**config.mk**
```make
export PLATFORM = sky130hd
export DESIGN_NAME = serial_magnitude_comparator_flat
export DESIGN_NICKNAME = d
export VERILOG_FILES = /design/src/rtl/serial_magnitude_comparator_if.sv /design/src/rtl/serial_magnitude_comparator.sv /design/src/flat_wrapper.sv
export SDC_FILE = /design/constraint.sdc
export NUM_CORES = 1
export LEC_CHECK = 0
export BUFFER_PORTS_ARGS = -buffer_cell sky130_fd_sc_hd__buf_4
export CORE_MARGIN = 2
export CORE_UTILIZATION = 53
export CTS_BUF_LIST = sky130_fd_sc_hd__clkbuf_8
export CTS_CLUSTER_DIAMETER = 60
export DETAILED_ROUTE_END_ITERATION = 8
export GPL_TIMING_DRIVEN = 0
export PLACE_DENSITY = 0.81
export SETUP_SLACK_MARGIN = 0.5
export SYNTH_ARGS = -nofsm -noshare
export SYNTH_HDL_FRONTEND = slang
export SYNTH_SLANG_ARGS = --single-unit
```
**constraint.sdc**
```tcl
create_clock -name clk -period 2.1 [get_ports clk]
set_input_delay 0.105 -clock clk [delete_from_list [all_inputs] [get_ports clk]]
set_output_delay 0.105 -clock clk [all_outputs]
set_load 0.01 [all_outputs]
```
**src/rtl/serial_magnitude_comparator_if.sv**
```systemverilog
// Bundle of request, operand and result signals for serial_magnitude_comparator.
// Handshake: the requester raises compare_start. The request is taken on any edge where the DUT is idle (dbg_scan=0).
// busy stays high while digits are scanned. is_compare_done pulses for one cycle, and the flags and compare_cycles hold until the next accept.
interface serial_magnitude_comparator_if #(
  parameter int DATA_W = 9,
  parameter int LEN_W  = $clog2(DATA_W + 1)
);
  logic              compare_start;
  logic [LEN_W-1:0]  num_of_bits;
  logic              signed_mode;
  logic [DATA_W-1:0] A;
  logic [DATA_W-1:0] B;
  logic              busy;
  logic              is_compare_done;
  logic              is_equal;
  logic              is_greater;
  logic              is_less_than;
  logic [LEN_W-1:0]  compare_cycles;
  logic              dbg_scan;

  modport master (
    output compare_start, num_of_bits, signed_mode, A, B,
    input  busy, is_compare_done, is_equal, is_greater, is_less_than,
           compare_cycles, dbg_scan
  );

  modport slave (
    input  compare_start, num_of_bits, signed_mode, A, B,
    output busy, is_compare_done, is_equal, is_greater, is_less_than,
           compare_cycles, dbg_scan
  );
endinterface

```
**src/rtl/serial_magnitude_comparator.sv**
```systemverilog
// MSB-first multi-cycle magnitude comparator, DIGIT_W bits per clock, with an early exit
// at the first differing digit. The compare can be unsigned or two's-complement.
module serial_magnitude_comparator #(
  parameter int DATA_W  = 9,
  parameter int DIGIT_W = 1,
  parameter int LEN_W   = $clog2(DATA_W + 1)
) (
  input logic clk,
  input logic reset,
  serial_magnitude_comparator_if.slave cmp
);
  localparam int NDIG  = (DATA_W + DIGIT_W - 1) / DIGIT_W;
  localparam int PAD_W = NDIG * DIGIT_W;
  localparam int PTR_W = (NDIG > 1) ? $clog2(NDIG) : 1;

  typedef enum logic {IDLE, SCAN} state_t;

  state_t             state;
  logic [PAD_W-1:0]   a_q, b_q, a_lat, b_lat, a_shift, b_shift;
  logic [PTR_W-1:0]   d_q, d_init;
  logic [LEN_W-1:0]   len_clamped;
  logic [LEN_W-1:0]   cycles_q;
  logic [DIGIT_W-1:0] a_dig, b_dig;
  logic               busy_q, done_q, eq_q, gt_q, lt_q;

  // Inverting the sign bit of both operands maps two's-complement order onto unsigned order.
  always_comb begin
    len_clamped = cmp.num_of_bits;
    if (int'(cmp.num_of_bits) > DATA_W) len_clamped = LEN_W'(DATA_W);
    a_lat = '0;
    b_lat = '0;
    for (int i = 0; i < DATA_W; i++) begin
      if (i < int'(len_clamped)) begin
        a_lat[i] = cmp.A[i];
        b_lat[i] = cmp.B[i];
      end
    end
    if (cmp.signed_mode && (len_clamped != '0)) begin
      for (int i = 0; i < DATA_W; i++) begin
        if (i == int'(len_clamped) - 1) begin
          a_lat[i] = ~a_lat[i];
          b_lat[i] = ~b_lat[i];
        end
      end
    end
    d_init = '0;
    if (len_clamped != '0) d_init = PTR_W'((int'(len_clamped) + DIGIT_W - 1) / DIGIT_W - 1);
    a_shift = a_q >> (int'(d_q) * DIGIT_W);
    b_shift = b_q >> (int'(d_q) * DIGIT_W);
    a_dig   = a_shift[DIGIT_W-1:0];
    b_dig   = b_shift[DIGIT_W-1:0];
  end

  always_ff @(posedge clk) begin
    if (reset) begin
      state    <= IDLE;
      a_q      <= '0;
      b_q      <= '0;
      d_q      <= '0;
      cycles_q <= '0;
      busy_q   <= 1'b0;
      done_q   <= 1'b0;
      eq_q     <= 1'b0;
      gt_q     <= 1'b0;
      lt_q     <= 1'b0;
    end else begin
      done_q <= 1'b0;
      case (state)
        IDLE: begin
          if (cmp.compare_start) begin
            a_q      <= a_lat;
            b_q      <= b_lat;
            d_q      <= d_init;
            cycles_q <= '0;
            eq_q     <= 1'b0;
            gt_q     <= 1'b0;
            lt_q     <= 1'b0;
            busy_q   <= 1'b1;
            state    <= SCAN;
          end
        end
        SCAN: begin
          if (cycles_q != '1) cycles_q <= cycles_q + 1'b1;
          if ((a_dig != b_dig) || (d_q == '0)) begin
            gt_q   <= (a_dig > b_dig);
            lt_q   <= (a_dig < b_dig);
            eq_q   <= (a_dig == b_dig);
            done_q <= 1'b1;
            busy_q <= 1'b0;
            state  <= IDLE;
          end else begin
            d_q <= d_q - 1'b1;
          end
        end
        default: state <= IDLE;
      endcase
    end
  end

  assign cmp.busy            = busy_q;
  assign cmp.is_compare_done = done_q;
  assign cmp.is_equal        = eq_q;
  assign cmp.is_greater      = gt_q;
  assign cmp.is_less_than    = lt_q;
  assign cmp.compare_cycles  = cycles_q;
  assign cmp.dbg_scan        = (state == SCAN);
endmodule

```
**src/flat_wrapper.sv**
```systemverilog
// flat-port wrapper written by rule: the top's interface ports become plain ports
module serial_magnitude_comparator_flat 
#(
  parameter int DATA_W  = 9,
  parameter int DIGIT_W = 1,
  parameter int LEN_W   = $clog2(DATA_W + 1)
)
  (clk, reset, cmp_compare_start, cmp_num_of_bits, cmp_signed_mode, cmp_A, cmp_B, cmp_busy, cmp_is_compare_done, cmp_is_equal, cmp_is_greater, cmp_is_less_than, cmp_compare_cycles, cmp_dbg_scan);
  serial_magnitude_comparator_if #(.DATA_W(DATA_W), .LEN_W(LEN_W)) cmp_i ();
  input logic clk;
  input logic reset;
  input wire logic [$bits(cmp_i.compare_start)-1:0] cmp_compare_start;
  input wire logic [$bits(cmp_i.num_of_bits)-1:0] cmp_num_of_bits;
  input wire logic [$bits(cmp_i.signed_mode)-1:0] cmp_signed_mode;
  input wire logic [$bits(cmp_i.A)-1:0] cmp_A;
  input wire logic [$bits(cmp_i.B)-1:0] cmp_B;
  output wire logic [$bits(cmp_i.busy)-1:0] cmp_busy;
  output wire logic [$bits(cmp_i.is_compare_done)-1:0] cmp_is_compare_done;
  output wire logic [$bits(cmp_i.is_equal)-1:0] cmp_is_equal;
  output wire logic [$bits(cmp_i.is_greater)-1:0] cmp_is_greater;
  output wire logic [$bits(cmp_i.is_less_than)-1:0] cmp_is_less_than;
  output wire logic [$bits(cmp_i.compare_cycles)-1:0] cmp_compare_cycles;
  output wire logic [$bits(cmp_i.dbg_scan)-1:0] cmp_dbg_scan;
  assign cmp_i.compare_start = cmp_compare_start;
  assign cmp_i.num_of_bits = cmp_num_of_bits;
  assign cmp_i.signed_mode = cmp_signed_mode;
  assign cmp_i.A = cmp_A;
  assign cmp_i.B = cmp_B;
  assign cmp_busy = cmp_i.busy;
  assign cmp_is_compare_done = cmp_i.is_compare_done;
  assign cmp_is_equal = cmp_i.is_equal;
  assign cmp_is_greater = cmp_i.is_greater;
  assign cmp_is_less_than = cmp_i.is_less_than;
  assign cmp_compare_cycles = cmp_i.compare_cycles;
  assign cmp_dbg_scan = cmp_i.dbg_scan;
  serial_magnitude_comparator #(.DATA_W(DATA_W), .DIGIT_W(DIGIT_W), .LEN_W(LEN_W)) u_core (.clk(clk), .reset(reset), .cmp(cmp_i));
endmodule
```
=== Yosys cells after proc, flatten, opt, wreduce, memory -nomap -nowiden ===
Index checks and enable logic that the tools add are counted.

* $add $sub $neg: 6
* Order comparisons: 12
* Eq/ne operators: 15
* Shift operators: 2
* Multiplexer cells: 60
* Bitwise gates (word level): 19
* Reduce and logical (&&, ||, !) cells: 10

{| class="wikitable"
|+ Operators with widths
! operator !! count
|-
| 4-bit by 32-bit == test with 1-bit output, first input constant || 4
|-
| 3-bit by 32-bit == test with 1-bit output, first input constant || 2
|-
| 1-bit two-way mux || 45
|-
| 2-bit by 32-bit == test with 1-bit output, first input constant || 1
|-
| 5-bit by 32-bit == test with 1-bit output, first input constant || 1
|-
| 32-bit zero test || 1
|-
| 4-bit two-way mux || 6
|-
| 1-bit NOT || 19
|-
| 9-bit two-way mux || 2
|-
| 9-bit by 4-bit right shift with 1-bit output || 2
|-
| 3-bit by 4-bit less-than comparator with 1-bit output, first input constant || 4
|-
| 4-bit case mux with 2 select lines || 2
|-
| 1-bit case mux with 2 select lines || 5
|-
| 4-bit by 1-bit adder with 4-bit output, second input constant || 2
|-
| 1-bit by 4-bit less-than comparator with 1-bit output, first input constant || 2
|-
| 2-bit by 4-bit less-than comparator with 1-bit output, first input constant || 2
|-
| 2-bit != test, second input constant || 4
|-
| 2-bit AND reduction || 4
|-
| 4-bit by 2-bit subtractor with 4-bit output, second input constant || 2
|-
| 4-bit by 1-bit subtractor with 5-bit output, second input constant || 1
|-
| 4-bit > comparator, second input constant || 1
|-
| 4-bit zero test || 1
|-
| 4-bit less-than comparator, first input constant || 1
|-
| 4-bit != test, second input constant || 1
|-
| 9 further kinds || 9
|}

* Bits in registers: 32
* Bits of input ports: 26
* Logic and storage cells: 134

=== Longest topological paths before layout ===
Gate-level depths: netlist of the first run.

* Word-level depth: 8
* Gate-level depth with buffers: 10
* Gate-level depth less buffers: 9

=== Worst setup path after synthesis of the first run ===
OpenSTA, ideal clock, no wires.

* Path kind: flip-flop to flip-flop
* Start point: reg u_core.d_q[0]
* End point: reg u_core.d_q[2]
* Library setup time: 128 ps
* Arrival time: 2,116 ps
* Required time: 1,972 ps
* Slack: -144 ps
* Stages on the path, launching flop included: 11
* Path buffers: 1
* Clock period less this slack: 2,244 ps
* Cell sequence: dfxtp_1 buf_2 mux4_2 mux2i_1 o21a_1 inv_1 ha_1 and3_1 nor3_1 a311oi_1 nor2_1

* Word-level cells in the longest chain between the ends: 5

{| class="wikitable"
|+ RTL lines
! element !! line !! source
|-
| from (decl) || serial_magnitude_comparator.sv:20 || <nowiki>logic [PTR_W-1:0] d_q, d_init;</nowiki>
|-
| from (signal assigned) || serial_magnitude_comparator.sv:73 || <nowiki>d_q <= d_init;</nowiki>
|-
| from (signal assigned) || serial_magnitude_comparator.sv:92 || <nowiki>d_q <= d_q - 1'b1;</nowiki>
|-
| 9-bit by 4-bit right shift with 1-bit output (on tied branches) || serial_magnitude_comparator.sv:48, serial_magnitude_comparator.sv:49 ||
|-
| 1-bit != test || serial_magnitude_comparator.sv:84 || <nowiki>if ((a_dig != b_dig) || (d_q == '0)) begin</nowiki>
|-
| 1-bit logical OR || serial_magnitude_comparator.sv:84 ||
|-
| 2-bit != test (no line) || - ||
|-
| 2-bit AND reduction (no line) || - ||
|}

Parallel ways exist; a longest one is shown, timed or not. The select of a mux whose other input is x is not followed.
A chain may end at the register's enable or synchronous reset.

=== Final worst setup path of the first run ===
* Start point: reg u_core.d_q[0]
* End point: reg u_core.d_q[1]

The elaborated chain is that of the path after synthesis.

==> flow_summary.toml, run 1 <==
[run_status]
status = "finished with violations"
violations = "negative setup slack"

[place]
post-dp-hpwl_um = 4080
buffer_ports.inserted = 34
placed_cell_area_um2 = 2560
gpl.final_weighted_congestion = 0.903

[die]
dieWidth_um = 67.3
dieArea_um2 = 4530
dieHeight_um = 67.3
core_box_area_um2 = 3910
io_pins = 36
core.rowCount = 23
initial_utilization_pct = 54.3

[critical_path]
critPathKind = "register to register"
crit_path_start = "u_core.d_q[0]"
cp-end-kind = "register"
worst_ep_arrival_time_ns = 2.57
ff2ff_path_depth = 10
timing.rr.start = "u_core.d_q[0]"
crit_path_max_fanout = 7
regToRegEndpoint = "u_core.d_q[1]"
worstPathRequired_ns = 2.31
ff2ff_setup_slack_ns = -0.26
startpoint_type = "register"

[logic_synthesis]
synth.cell_area_um2 = 2120
synth_top_flop_cell = "sky130_fd_sc_hd__dfxtp_1"
ys.warnings.count = 0
post_synth.cell_area_avg_um2 = 8.33
synthDistinctLibCells = 48
postSynthCellCount = 255
synthesis.nets = 292
synthArstFlopShare_pct = 0
synth_sequential_area_ratio_pct = 30.2
synth_edf_count = 0
ys_ff_latch = 32

[layout]
post_route_cells_drive_above_1_share_pct = 36.7
ff_latch_area_um2 = 642
final_core_util_pct = 76.2
area_delta_synth_final_pct = 40.5
finish.instance_area_um2 = 2980
number_of_fill_cells_in_the_layout = 294
net_count_of_the_finished_layout = 349
antennaDiodeCount = 0
area_of_the_multi_input_gates_um2 = 1580

[clock_tree]
clock_tree.htree_level_count = 2
clock_sink_count = 32
worstSkewPairLatency_ns = 0.29
cts-root-to-sink-buffers = 2
cts_tree = "built"
worst_setup_hold_path_clk_slew_ns = 0.07
cts_made_buffers = 5
cts_root_buf = "sky130_fd_sc_hd__clkbuf_8"

[global_route]
gr-total-overflow = 0
grt_max_degree = 11
grt_pass1_vias = 1917
antenna_found_initial = 0
gr-usage-all-layers_pct = 26.5
grt_first_pass_wirelength_um = 9020

[worst_hold_path]
hold_path.class = "input pin to register"
worst_hold_startpoint = "reset"
min_delay_worst_endpoint = "u_core.b_q[8]"
min_path_cells = 3

[power_and_ir_drop]
power_leakage_uw = 0.00119
pwr_density_cell_nw_per_um2 = 646
fin_total_pwr_uw = 1930
worst_vdd_drop_mv = 0.304

[timing]
tns_ns = -1.69
layout_min_cycle_time_ns = 2.36
whs_ns = 0.133
timing.final.max_slew_violations = 0
post-route-period-util_pct = 112
worst_pin_slew_ns = 0.654
grt_setup_unrepaired = "yes"
hold_violations = 0
maxClockFrequency_mhz = 424
finalWorstSetupSlack_ns = -0.261
fin_skew_ns = 0.00666
setup_viol_count_final = 10
max-slew-margin-rel_pct = 56.4

[detailed_routing]
detail_route.vias_per_cell = 5.99
drc = 0
detail_route.wl_per_cell_um = 16.9
routed-via-count = 2173
number_of_violations_reported_at_the_end_of_detailed_routing_iteration_0 = 163
totalWireLength_um = 6120
drt.antenna.violating_nets = 0
first_pass_iters = 4

[job]
max-cap-violations = 0
==> synth_stat cells (2+ instances only) <==
master | n | area, µm²
sky130_fd_sc_hd__a2111oi_2 | 6 | 90.1
sky130_fd_sc_hd__a211oi_1 | 7 | 52.6
sky130_fd_sc_hd__a21o_1 | 4 | 30.0
sky130_fd_sc_hd__a21oi_1 | 13 | 65.1
sky130_fd_sc_hd__a221oi_1 | 2 | 17.5
sky130_fd_sc_hd__a311oi_1 | 3 | 26.3
sky130_fd_sc_hd__a32o_1 | 2 | 20.0
sky130_fd_sc_hd__and2_1 | 3 | 18.8
sky130_fd_sc_hd__and3_1 | 3 | 18.8
sky130_fd_sc_hd__buf_2 | 7 | 35.0
sky130_fd_sc_hd__buf_6 | 2 | 22.5
sky130_fd_sc_hd__clkbuf_1 | 11 | 41.3
sky130_fd_sc_hd__dfxtp_1 | 32 | 641
sky130_fd_sc_hd__ha_1 | 11 | 138
sky130_fd_sc_hd__inv_1 | 9 | 33.8
sky130_fd_sc_hd__mux2i_1 | 3 | 30.0
sky130_fd_sc_hd__mux4_2 | 4 | 90.1
sky130_fd_sc_hd__nand2_1 | 24 | 90.1
sky130_fd_sc_hd__nand2b_1 | 3 | 18.8
sky130_fd_sc_hd__nand3_1 | 10 | 50.1
sky130_fd_sc_hd__nand4_1 | 7 | 43.8
sky130_fd_sc_hd__nor2_1 | 30 | 113
sky130_fd_sc_hd__nor2b_1 | 3 | 18.8
sky130_fd_sc_hd__nor3_1 | 8 | 40.0
sky130_fd_sc_hd__o21a_1 | 4 | 30.0
sky130_fd_sc_hd__o21ai_0 | 8 | 40.0
sky130_fd_sc_hd__o21ai_1 | 2 | 10.0
sky130_fd_sc_hd__o21bai_1 | 2 | 15.0
sky130_fd_sc_hd__o22ai_2 | 3 | 37.5
sky130_fd_sc_hd__o31ai_1 | 2 | 15.0
sky130_fd_sc_hd__or3_1 | 3 | 18.8
sky130_fd_sc_hd__or3b_1 | 2 | 17.5
sky130_fd_sc_hd__xnor2_1 | 2 | 17.5
sky130_fd_sc_hd__xor2_1 | 6 | 52.6
==> state kept, by name (all words and copies together) (netlist names) <==
name / flops
u_core.cmp.dbg_scan: 1
u_core.a_q: 9
u_core.cmp.busy: 1
u_core.b_q: 9
u_core.cmp.is_equal: 1
u_core.d_q: 4
u_core.cmp.compare_cycles: 4
u_core.cmp.is_greater: 1
u_core.cmp.is_less_than: 1
u_core.cmp.is_compare_done: 1
==> final cells by class <==
cell class / count / share of cell area [%]
inverters: 9 / 1.13
well taps: 50 / 2.10
plain buffers: 20 / 5.66
clock inverters: 3 / 1.30
multi-input cells: 194 / 52.9
repair buffers: 50 / 13.1
clock buffers: 5 / 2.31
flip-flops and latches: 32 / 21.5
==> where the power goes <==
part           switching (µW)  leakage, µW  total (µW)  internal [µW]
logic                     335     0.000872         647            312
clock network             236    0.0000593         583            347
registers                39.8     0.000263         699            659
total                     611      0.00119        1930           1320
==> worst max-delay path, cell delays in order (launching register included) <==
cell and delay [ns]:
sky130_fd_sc_hd__dfxtp_2 0.33, sky130_fd_sc_hd__buf_8 0.12, sky130_fd_sc_hd__buf_6 0.09, sky130_fd_sc_hd__mux4_2 0.51, sky130_fd_sc_hd__mux2i_1 0.15, sky130_fd_sc_hd__o21a_1 0.19, sky130_fd_sc_hd__ha_4 0.24, sky130_fd_sc_hd__buf_4 0.15
sky130_fd_sc_hd__a31oi_4 0.22, sky130_fd_sc_hd__nor3_1 0.09, sky130_fd_sc_hd__a211oi_1 0.19
==> per-stage QoR <==
step / cells / worst slack (ns)
after floorplan: 255 / -0.000594
after global placement: 339 / -0.187
after detailed placement: 339 / -0.177
after CTS: 350 / -0.156
after global routing: 363 / -0.373
final: 363 / -0.261
==> worst max-delay path by stage <==
stage	end	slack, ns	depth (start not counted)
4_1_cts	u_core.d_q[2]	-0.16	10
3_5_place_dp	u_core.d_q[2]	-0.18	10
2_1_floorplan	u_core.d_q[2]	-0.0006	10
5_1_grt	u_core.d_q[1]	-0.37	10
3_3_place_gp	u_core.d_q[1]	-0.19	9
6_report	u_core.d_q[1]	-0.26	10
==> cells by family (layout without fill, tap and decap cells) <==
group           Yosys count  count (layout)  synth area share (%)
mux                       8               8                  6.19
fa+ha+maj                11              11                  6.48
flops                    32              32                  30.2
compound gates           66              66                  24.6
simple gates            101             101                  23.0
xor+xnor                  8               8                  3.30
buf+inv                  29              87                  6.25
==> per-layer routing <==
layer  part of all wire, %  GRT usage (%)  wire length, µm  up-vias
met4                   2.1           10.2              131        0
met1                    41           32.3             2510     1052
li1                      -              -                -     1045
met5                     0              0                0        -
met3                   4.5           4.50              273       12
met2                    52           46.4             3200       64
==> what timing repair did <==
item / CTS / global route
setup endpoints to repair: 31 / 31
hold buffers: 0 / 0
resized for setup: 16 / 28
cloned: 0 / 1
pin swaps: 7 / 14
buffers inserted: 3 / 12
==> cells in the final DEF (no fill, tap or decap), types with 3 or more instances in the layout <==
cell and instances:
sky130_fd_sc_hd__buf_4 47, sky130_fd_sc_hd__dfxtp_1 31, sky130_fd_sc_hd__nor2_1 29, sky130_fd_sc_hd__nand2_1 24
sky130_fd_sc_hd__a21oi_1 12, sky130_fd_sc_hd__inv_1 9, sky130_fd_sc_hd__nand3_1 7, sky130_fd_sc_hd__o21ai_0 7
sky130_fd_sc_hd__clkbuf_1 7, sky130_fd_sc_hd__nand4_1 7, sky130_fd_sc_hd__a211oi_1 7, sky130_fd_sc_hd__ha_1 7
sky130_fd_sc_hd__nor3_1 6, sky130_fd_sc_hd__buf_6 6, sky130_fd_sc_hd__a2111oi_2 5, sky130_fd_sc_hd__clkbuf_8 5
sky130_fd_sc_hd__mux4_2 4, sky130_fd_sc_hd__o21a_1 4, sky130_fd_sc_hd__a21o_1 4, sky130_fd_sc_hd__xor2_1 4
sky130_fd_sc_hd__mux2i_1 3, sky130_fd_sc_hd__or3_1 3, sky130_fd_sc_hd__clkbuf_4 3, sky130_fd_sc_hd__o22ai_4 3
sky130_fd_sc_hd__a311oi_1 3, sky130_fd_sc_hd__nand3_2 3
Note: power is estimated with default switching activity, not from simulation.
==> run 2, diff against run 1 <==
--- a/config.mk
+++ b/config.mk
@@ -7,12 +7,12 @@
 export LEC_CHECK = 0
 export BUFFER_PORTS_ARGS = -buffer_cell sky130_fd_sc_hd__buf_4
 export CORE_MARGIN = 2
-export CORE_UTILIZATION = 53
+export CORE_UTILIZATION = 45
 export CTS_BUF_LIST = sky130_fd_sc_hd__clkbuf_8
 export CTS_CLUSTER_DIAMETER = 60
 export DETAILED_ROUTE_END_ITERATION = 8
 export GPL_TIMING_DRIVEN = 0
-export PLACE_DENSITY = 0.81
+export PLACE_DENSITY = 0.71
 export SETUP_SLACK_MARGIN = 0.5
 export SYNTH_ARGS = -nofsm -noshare
 export SYNTH_HDL_FRONTEND = slang
==> flow_summary.toml, run 2 (synthesized netlist as in run 1, its figures left out) <==
[run_status]
status = "finished with violations"
violations = "negative setup slack"

[critical_path]
critical-path-top-delay-family = "multiplexers"
worstPathRequired_ns = 2.26
critPathKind = "register to register"
crit_path_max_fanout = 7
critical-path-slowest-cell = "sky130_fd_sc_hd__mux4_2"
timing.critical_path.depth = 10
critPathMostFrequentCell = "sky130_fd_sc_hd__buf_4"
ff2ff_path_depth = 10
cp-end-kind = "register"
crit_path_end = "u_core.cmp.is_equal"
ff2ff_setup_slack_ns = -0.17
crit_path_start = "u_core.d_q[0]"
regToRegEndpoint = "u_core.cmp.is_equal"
startpoint_type = "register"
path_buf_inv = 3
ordered_list_of_cells_on_the_worst_path = "buf_6 > buf_4 > mux4_2 > mux2i_1 > o21a_1 > ha_4 > buf_4 > a21bo_4 > nand3_1 > a21oi_1"
worst_ep_arrival_time_ns = 2.43
worst_path_largest_cell_delay_ns = 0.50
timing.rr.start = "u_core.d_q[0]"

[timing]
worst_pin_slew_ns = 0.618
whs_ns = 0.133
timing.final.max_slew_violations = 0
grt_setup_unrepaired = "yes"
fin_skew_ns = 0.00805
maxClockFrequency_mhz = 440
setup_viol_count_final = 9
max-slew-margin-rel_pct = 58.8
finalWorstSetupSlack_ns = -0.175
layout_min_cycle_time_ns = 2.27
hold_violations = 0
post-route-period-util_pct = 108

[power_and_ir_drop]
power.share.clock_pct = 33.6
power.sequential.fraction_pct = 35.5
net-switching-power_uw = 597
power_report.internal_total_uw = 1370
worst_vdd_drop_mv = 0.382
pwr_density_cell_nw_per_um2 = 669
power.share.combinational_pct = 30.9
power_leakage_uw = 0.00117
netSwitchingFraction_pct = 30.4

[global_route]
grt.busiest_layer = "met2"
grt_first_pass_wirelength_um = 9290
gr-total-overflow = 0
grt_util_met1_pct = 30.1
grt_max_degree = 11
grt_pass1_vias = 1933
antenna_found_initial = 0
grt_util_met3_pct = 4.01
gr-usage-all-layers_pct = 22.9
met2_usage_pct = 37.4

[clock_tree]
worst_setup_hold_path_clk_slew_ns = 0.07
cts_root_buf = "sky130_fd_sc_hd__clkbuf_8"
clock_tree.htree_level_count = 2
cts_stage_hold_buffer_count = 0
clock_sink_count = 32
cts_tree = "built"
worstSkewPairLatency_ns = 0.29
cts-root-to-sink-buffers = 2
cts_made_buffers = 5

[die]
initial_utilization_pct = 47.8
dieHeight_um = 72.7
dieWidth_um = 72.7
core_box_area_um2 = 4440
dieArea_um2 = 5280
core.rowCount = 24
io_pins = 36

[detailed_routing]
drt.antenna.violating_nets = 0
first_pass_iters = 4
routed-via-count = 2097
detail_route.vias_per_cell = 5.83
drc = 0
number_of_violations_reported_at_the_end_of_detailed_routing_iteration_0 = 114
detail_route.wl_per_cell_um = 15.9
totalWireLength_um = 5740

[layout]
post_route_cells_drive_above_1_share_pct = 36.7
layout_commonest_cell = "sky130_fd_sc_hd__buf_4"
instances_no_fill = 360
most-common-layout-cells = "sky130_fd_sc_hd__buf_4 (43), sky130_fd_sc_hd__dfxtp_1 (31), sky130_fd_sc_hd__nor2_1 (28)"
net_count_of_the_finished_layout = 344
final_core_util_pct = 66.0
layout_top_registers = "u_core.a_q: 9 flops, u_core.b_q: 9 flops"
area_delta_synth_final_pct = 38.1
antennaDiodeCount = 0

[place]
place_inst = 341
post-dp-hpwl_um = 4120
pre_cts_ws_ns = -0.164
buffer_ports.inserted = 34
gpl.final_weighted_congestion = 0.787

[job]
max-cap-violations = 0

[worst_hold_path]
hold_path.class = "input pin to register"
-- run 2: layer usage --
metal / part of all wire [%] / vias to the layer above
li1: - / 1038
met1: 45 / 988
met2: 47 / 59
met3: 5.8 / 12
met4: 2.3 / 0
met5: 0 / -
-- run 2: what timing repair did --
action / CTS / global route
endpoints found under the setup margin: 31 / 24
setup buffers: 8 / 2
pin swaps: 9 / 4
resized for setup: 19 / 22
cloned: 1 / 0
-- run 2: worst register-to-register path, stage by stage (launching register included) --
cell and delay (ns):
sky130_fd_sc_hd__dfxtp_2 0.33, sky130_fd_sc_hd__buf_6 0.13, sky130_fd_sc_hd__buf_4 0.11, sky130_fd_sc_hd__mux4_2 0.50, sky130_fd_sc_hd__mux2i_1 0.14, sky130_fd_sc_hd__o21a_1 0.18
sky130_fd_sc_hd__ha_4 0.23, sky130_fd_sc_hd__buf_4 0.15, sky130_fd_sc_hd__a21bo_4 0.22, sky130_fd_sc_hd__nand3_1 0.08, sky130_fd_sc_hd__a21oi_1 0.06
-- run 2: worst min path at each step --
stage / start / endpoint / slack (ns) / cells after the start
floorplan: reset / u_core.b_q[8] / 0.31 / 2
global placement: reset / u_core.b_q[8] / 0.42 / 3
detailed placement: reset / u_core.b_q[8] / 0.43 / 3
CTS: reset / u_core.b_q[8] / 0.12 / 3
global route: reset / u_core.b_q[8] / 0.14 / 3
finish: reset / u_core.b_q[8] / 0.13 / 3
-- run 2: power groups by stage --
stage	Sequential [µW]	Clock [µW]	Combinational, µW
detailed placement	708	0	496
floorplan	703	0	353
global route	700	691	659
CTS	694	668	568
global placement	706	0	489
finish	696	660	606
-- run 2: layout make-up --
cell class | instances | area (µm²)
multi-input cells | 194 | 1570
fillers | 360 | 1510
flip-flops and latches | 32 | 642
repair buffers | 45 | 349
plain buffers | 20 | 149
clock buffers | 7 | 96.3
well taps | 52 | 65.1
inverters | 9 | 33.8
clock inverters | 1 | 30.0
-- run 2: per-stage QoR --
stage | setup TNS [ns] | cell area, µm² | power [µW]
after floorplan | -0.000594 | 2240 | 1060
after global placement | -0.537 | 2560 | 1200
after detailed placement | -0.884 | 2560 | 1200
after CTS | -0.616 | 2830 | 1930
after global routing | -1.91 | 2930 | 2050
final | -1.03 | 2930 | 1960
==> run 3, diff against run 2 <==
--- a/config.mk
+++ b/config.mk
@@ -5,6 +5,7 @@
 export SDC_FILE = /design/constraint.sdc
 export NUM_CORES = 1
 export LEC_CHECK = 0
+export ABC_AREA = 1
 export BUFFER_PORTS_ARGS = -buffer_cell sky130_fd_sc_hd__buf_4
 export CORE_MARGIN = 2
 export CORE_UTILIZATION = 45
@@ -12,8 +13,9 @@
 export CTS_CLUSTER_DIAMETER = 60
 export DETAILED_ROUTE_END_ITERATION = 8
 export GPL_TIMING_DRIVEN = 0
-export PLACE_DENSITY = 0.71
+export PLACE_DENSITY = 0.7
 export SETUP_SLACK_MARGIN = 0.5
+export SKIP_CTS_REPAIR_TIMING = 1
 export SYNTH_ARGS = -nofsm -noshare
 export SYNTH_HDL_FRONTEND = slang
 export SYNTH_SLANG_ARGS = --single-unit
==> constraint.sdc (replaced) <==
create_clock -name clk -period 2.1 [get_ports clk]
set_input_delay 0.42 -clock clk [delete_from_list [all_inputs] [get_ports clk]]
set_output_delay 0.42 -clock clk [all_outputs]
set_load 0.01 [all_outputs]
==> flow_summary.toml, run 3 <==
[logic_synthesis]
synth_area_leaders = "sky130_fd_sc_hd__dfxtp_1 (29%), sky130_fd_sc_hd__nand2_1 (15%), sky130_fd_sc_hd__inv_1 (12%)"
post_synth_most_frequent_cells = "sky130_fd_sc_hd__nand2_1 (86), sky130_fd_sc_hd__inv_1 (72), sky130_fd_sc_hd__nand3_1 (52)"
postSynthCellCount = 365
yosysTopAreaCellShare_pct = 28.8
synth_top_flop_cell = "sky130_fd_sc_hd__dfxtp_1"
post_synth.cell_area_avg_um2 = 6.10
synth_edf_count = 0
synthArstFlopShare_pct = 0
synthesis.nets = 402
yosysMostFrequentCell = "sky130_fd_sc_hd__nand2_1"
ys_ff_latch = 32
synth.cell_area_um2 = 2230
ys.warnings.count = 0
synthDistinctLibCells = 25
netlist.top_cell.by_area = "sky130_fd_sc_hd__dfxtp_1"
synth_sequential_area_ratio_pct = 28.8

[layout]
final_core_util_pct = 65.7
net_count_of_the_finished_layout = 462
antennaDiodeCount = 0
post_route_cells_drive_above_1_share_pct = 31.7
instances_no_fill = 493
layout_commonest_cell = "sky130_fd_sc_hd__nand2_1"
area_delta_synth_final_pct = 40.2
layout_top_registers = "u_core.a_q: 9 flops, u_core.b_q: 9 flops"
most-common-layout-cells = "sky130_fd_sc_hd__nand2_1 (75), sky130_fd_sc_hd__inv_1 (62), sky130_fd_sc_hd__buf_4 (50)"

[critical_path]
critPathKind = "register to register"
regToRegEndpoint = "u_core.d_q[0]"
ff2ff_path_depth = 12
cp-end-kind = "register"
crit_path_max_fanout = 10
timing.rr.start = "u_core.d_q[0]"
ff2ff_setup_slack_ns = 0.23
crit_path_start = "u_core.d_q[0]"
startpoint_type = "register"
worstPathRequired_ns = 2.31
worst_ep_arrival_time_ns = 2.08

[global_route]
grt_max_degree = 11
grt_pass1_vias = 2109
grt_first_pass_wirelength_um = 9470
antenna_found_initial = 0
gr-usage-all-layers_pct = 22.3
gr-total-overflow = 0

[timing]
post-route-period-util_pct = 89.3
setup_viol_count_final = 0
maxClockFrequency_mhz = 533
hold_violations = 0
layout_min_cycle_time_ns = 1.87
grt_setup_unrepaired = "yes"
tns_ns = 0
timing.final.max_slew_violations = 0
worst_pin_slew_ns = 0.555
finalWorstSetupSlack_ns = 0.225
fin_skew_ns = 0.00939
max-slew-margin-rel_pct = 63.0

[place]
place_inst = 466
pre_cts_ws_ns = -0.101
buffer_ports.inserted = 34
post-dp-hpwl_um = 4340
gpl.final_weighted_congestion = 0.863

[detailed_routing]
number_of_violations_reported_at_the_end_of_detailed_routing_iteration_0 = 102
drc = 0
highest-signal-layer = "met4"
drt.antenna.violating_nets = 0
wl_met2_um = 2900
first_pass_iters = 4
detail_route.wl_per_cell_um = 12.2
routed-via-count = 2412
detail_route.vias_per_cell = 4.89
met3_wl_um = 157
met1_length_um = 2850
totalWireLength_um = 6010

[die]
io_pins = 36
dieWidth_um = 74.3
dieHeight_um = 74.3
core_box_area_um2 = 4750
initial_utilization_pct = 46.8
core.rowCount = 25
dieArea_um2 = 5520

[worst_hold_path]
min_delay_worst_endpoint = "u_core.b_q[7]"
worst_hold_startpoint = "reset"
hold_path.class = "input pin to register"
min_path_cells = 4

[clock_tree]
clock_sink_count = 32
cts-root-to-sink-buffers = 2
cts_root_buf = "sky130_fd_sc_hd__clkbuf_8"
cts_tree = "built"
cts_made_buffers = 5
worst_setup_hold_path_clk_slew_ns = 0.07
worstSkewPairLatency_ns = 0.28
clock_tree.htree_level_count = 2

[power_and_ir_drop]
worst_vdd_drop_mv = 0.360
power_leakage_uw = 0.00165
pwr_density_cell_nw_per_um2 = 849
fin_total_pwr_uw = 2650

[run_status]
status = "completed"

[job]
max-cap-violations = 0
==> run 3: cell types whose count changed after synthesis, moves of 11 or more <==
cell / delta
sky130_fd_sc_hd__inv_1: +63
sky130_fd_sc_hd__nand2_1: +62
sky130_fd_sc_hd__nand3_1: +42
sky130_fd_sc_hd__a21oi_1: +15
sky130_fd_sc_hd__o21ai_0: +11
==> run 3: cells by family after synthesis <==
| logic type | Yosys count | share of synthesized area (%) |
|---|---|---|
| and+or+nand+nor | 184 | 37.5 |
| buffers and inverters | 86 | 15.4 |
| AOI/OAI and AO/OA | 52 | 12.1 |
| DFF | 32 | 28.8 |
| adders and majority gates | 11 | 6.18 |
==> run 3: worst max path at each step <==
stage                          to  slack (ns)  depth (start not counted)
floorplan           u_core.a_q[6]        0.22                         17
global placement    u_core.b_q[7]       -0.06                         17
detailed placement  u_core.b_q[7]       -0.10                         17
CTS                 u_core.d_q[3]        0.03                         14
global route        u_core.d_q[0]        0.13                         11
finish              u_core.d_q[0]        0.23                         12
==> run 3: cell type report <==
type | count | area, µm²
Inverter | 77 | 309
Multi-Input combinational cell | 247 | 1480
Timing Repair Buffer | 53 | 418
Sequential cell | 32 | 648
Tap cell | 67 | 83.8
Buffer | 9 | 72.6
Clock inverter | 3 | 38.8
Fill cell | 430 | 1630
Clock buffer | 5 | 68.8
==> run 3: routing by layer <==
metal / up-vias / GRT usage (%)
met2: 54 / 37.7
met3: 9 / 2.85
met4: 0 / 7.94
li1: 1261 / -
met1: 1088 / 29.3
met5: - / 0
==> run 3: power breakdown <==
group / switching [µW] / leakage [µW] / total (µW) / internal (µW)
Clock: 235 / 0.0000593 / 583 / 347
Sequential: 85.9 / 0.000265 / 808 / 722
Combinational: 719 / 0.00133 / 1260 / 542
Total: 1040 / 0.00165 / 2650 / 1610
==> run 3: metrics by stage <==
| step | cell area, µm² | hold slack (ns) |
|---|---|---|
| after floorplan | 2300 | 0.442 |
| after global placement | 2640 | 0.453 |
| after detailed placement | 2640 | 0.455 |
| after CTS | 2750 | 0.422 |
| after global routing | 3120 | 0.433 |
| final | 3120 | 0.418 |
==> run 3: critical path: stages (launching register included) <==
cell                       delay [ns]
sky130_fd_sc_hd__dfxtp_4         0.38
sky130_fd_sc_hd__buf_8           0.14
sky130_fd_sc_hd__o211ai_1        0.18
sky130_fd_sc_hd__nand3_1         0.12
sky130_fd_sc_hd__nand3_2         0.12
sky130_fd_sc_hd__o21ai_4         0.07
sky130_fd_sc_hd__ha_4            0.28
sky130_fd_sc_hd__nand2_4         0.05
sky130_fd_sc_hd__nand2_4         0.06
sky130_fd_sc_hd__o21ai_4         0.09
sky130_fd_sc_hd__inv_2           0.09
sky130_fd_sc_hd__o21ai_1         0.06
sky130_fd_sc_hd__a21oi_1         0.14
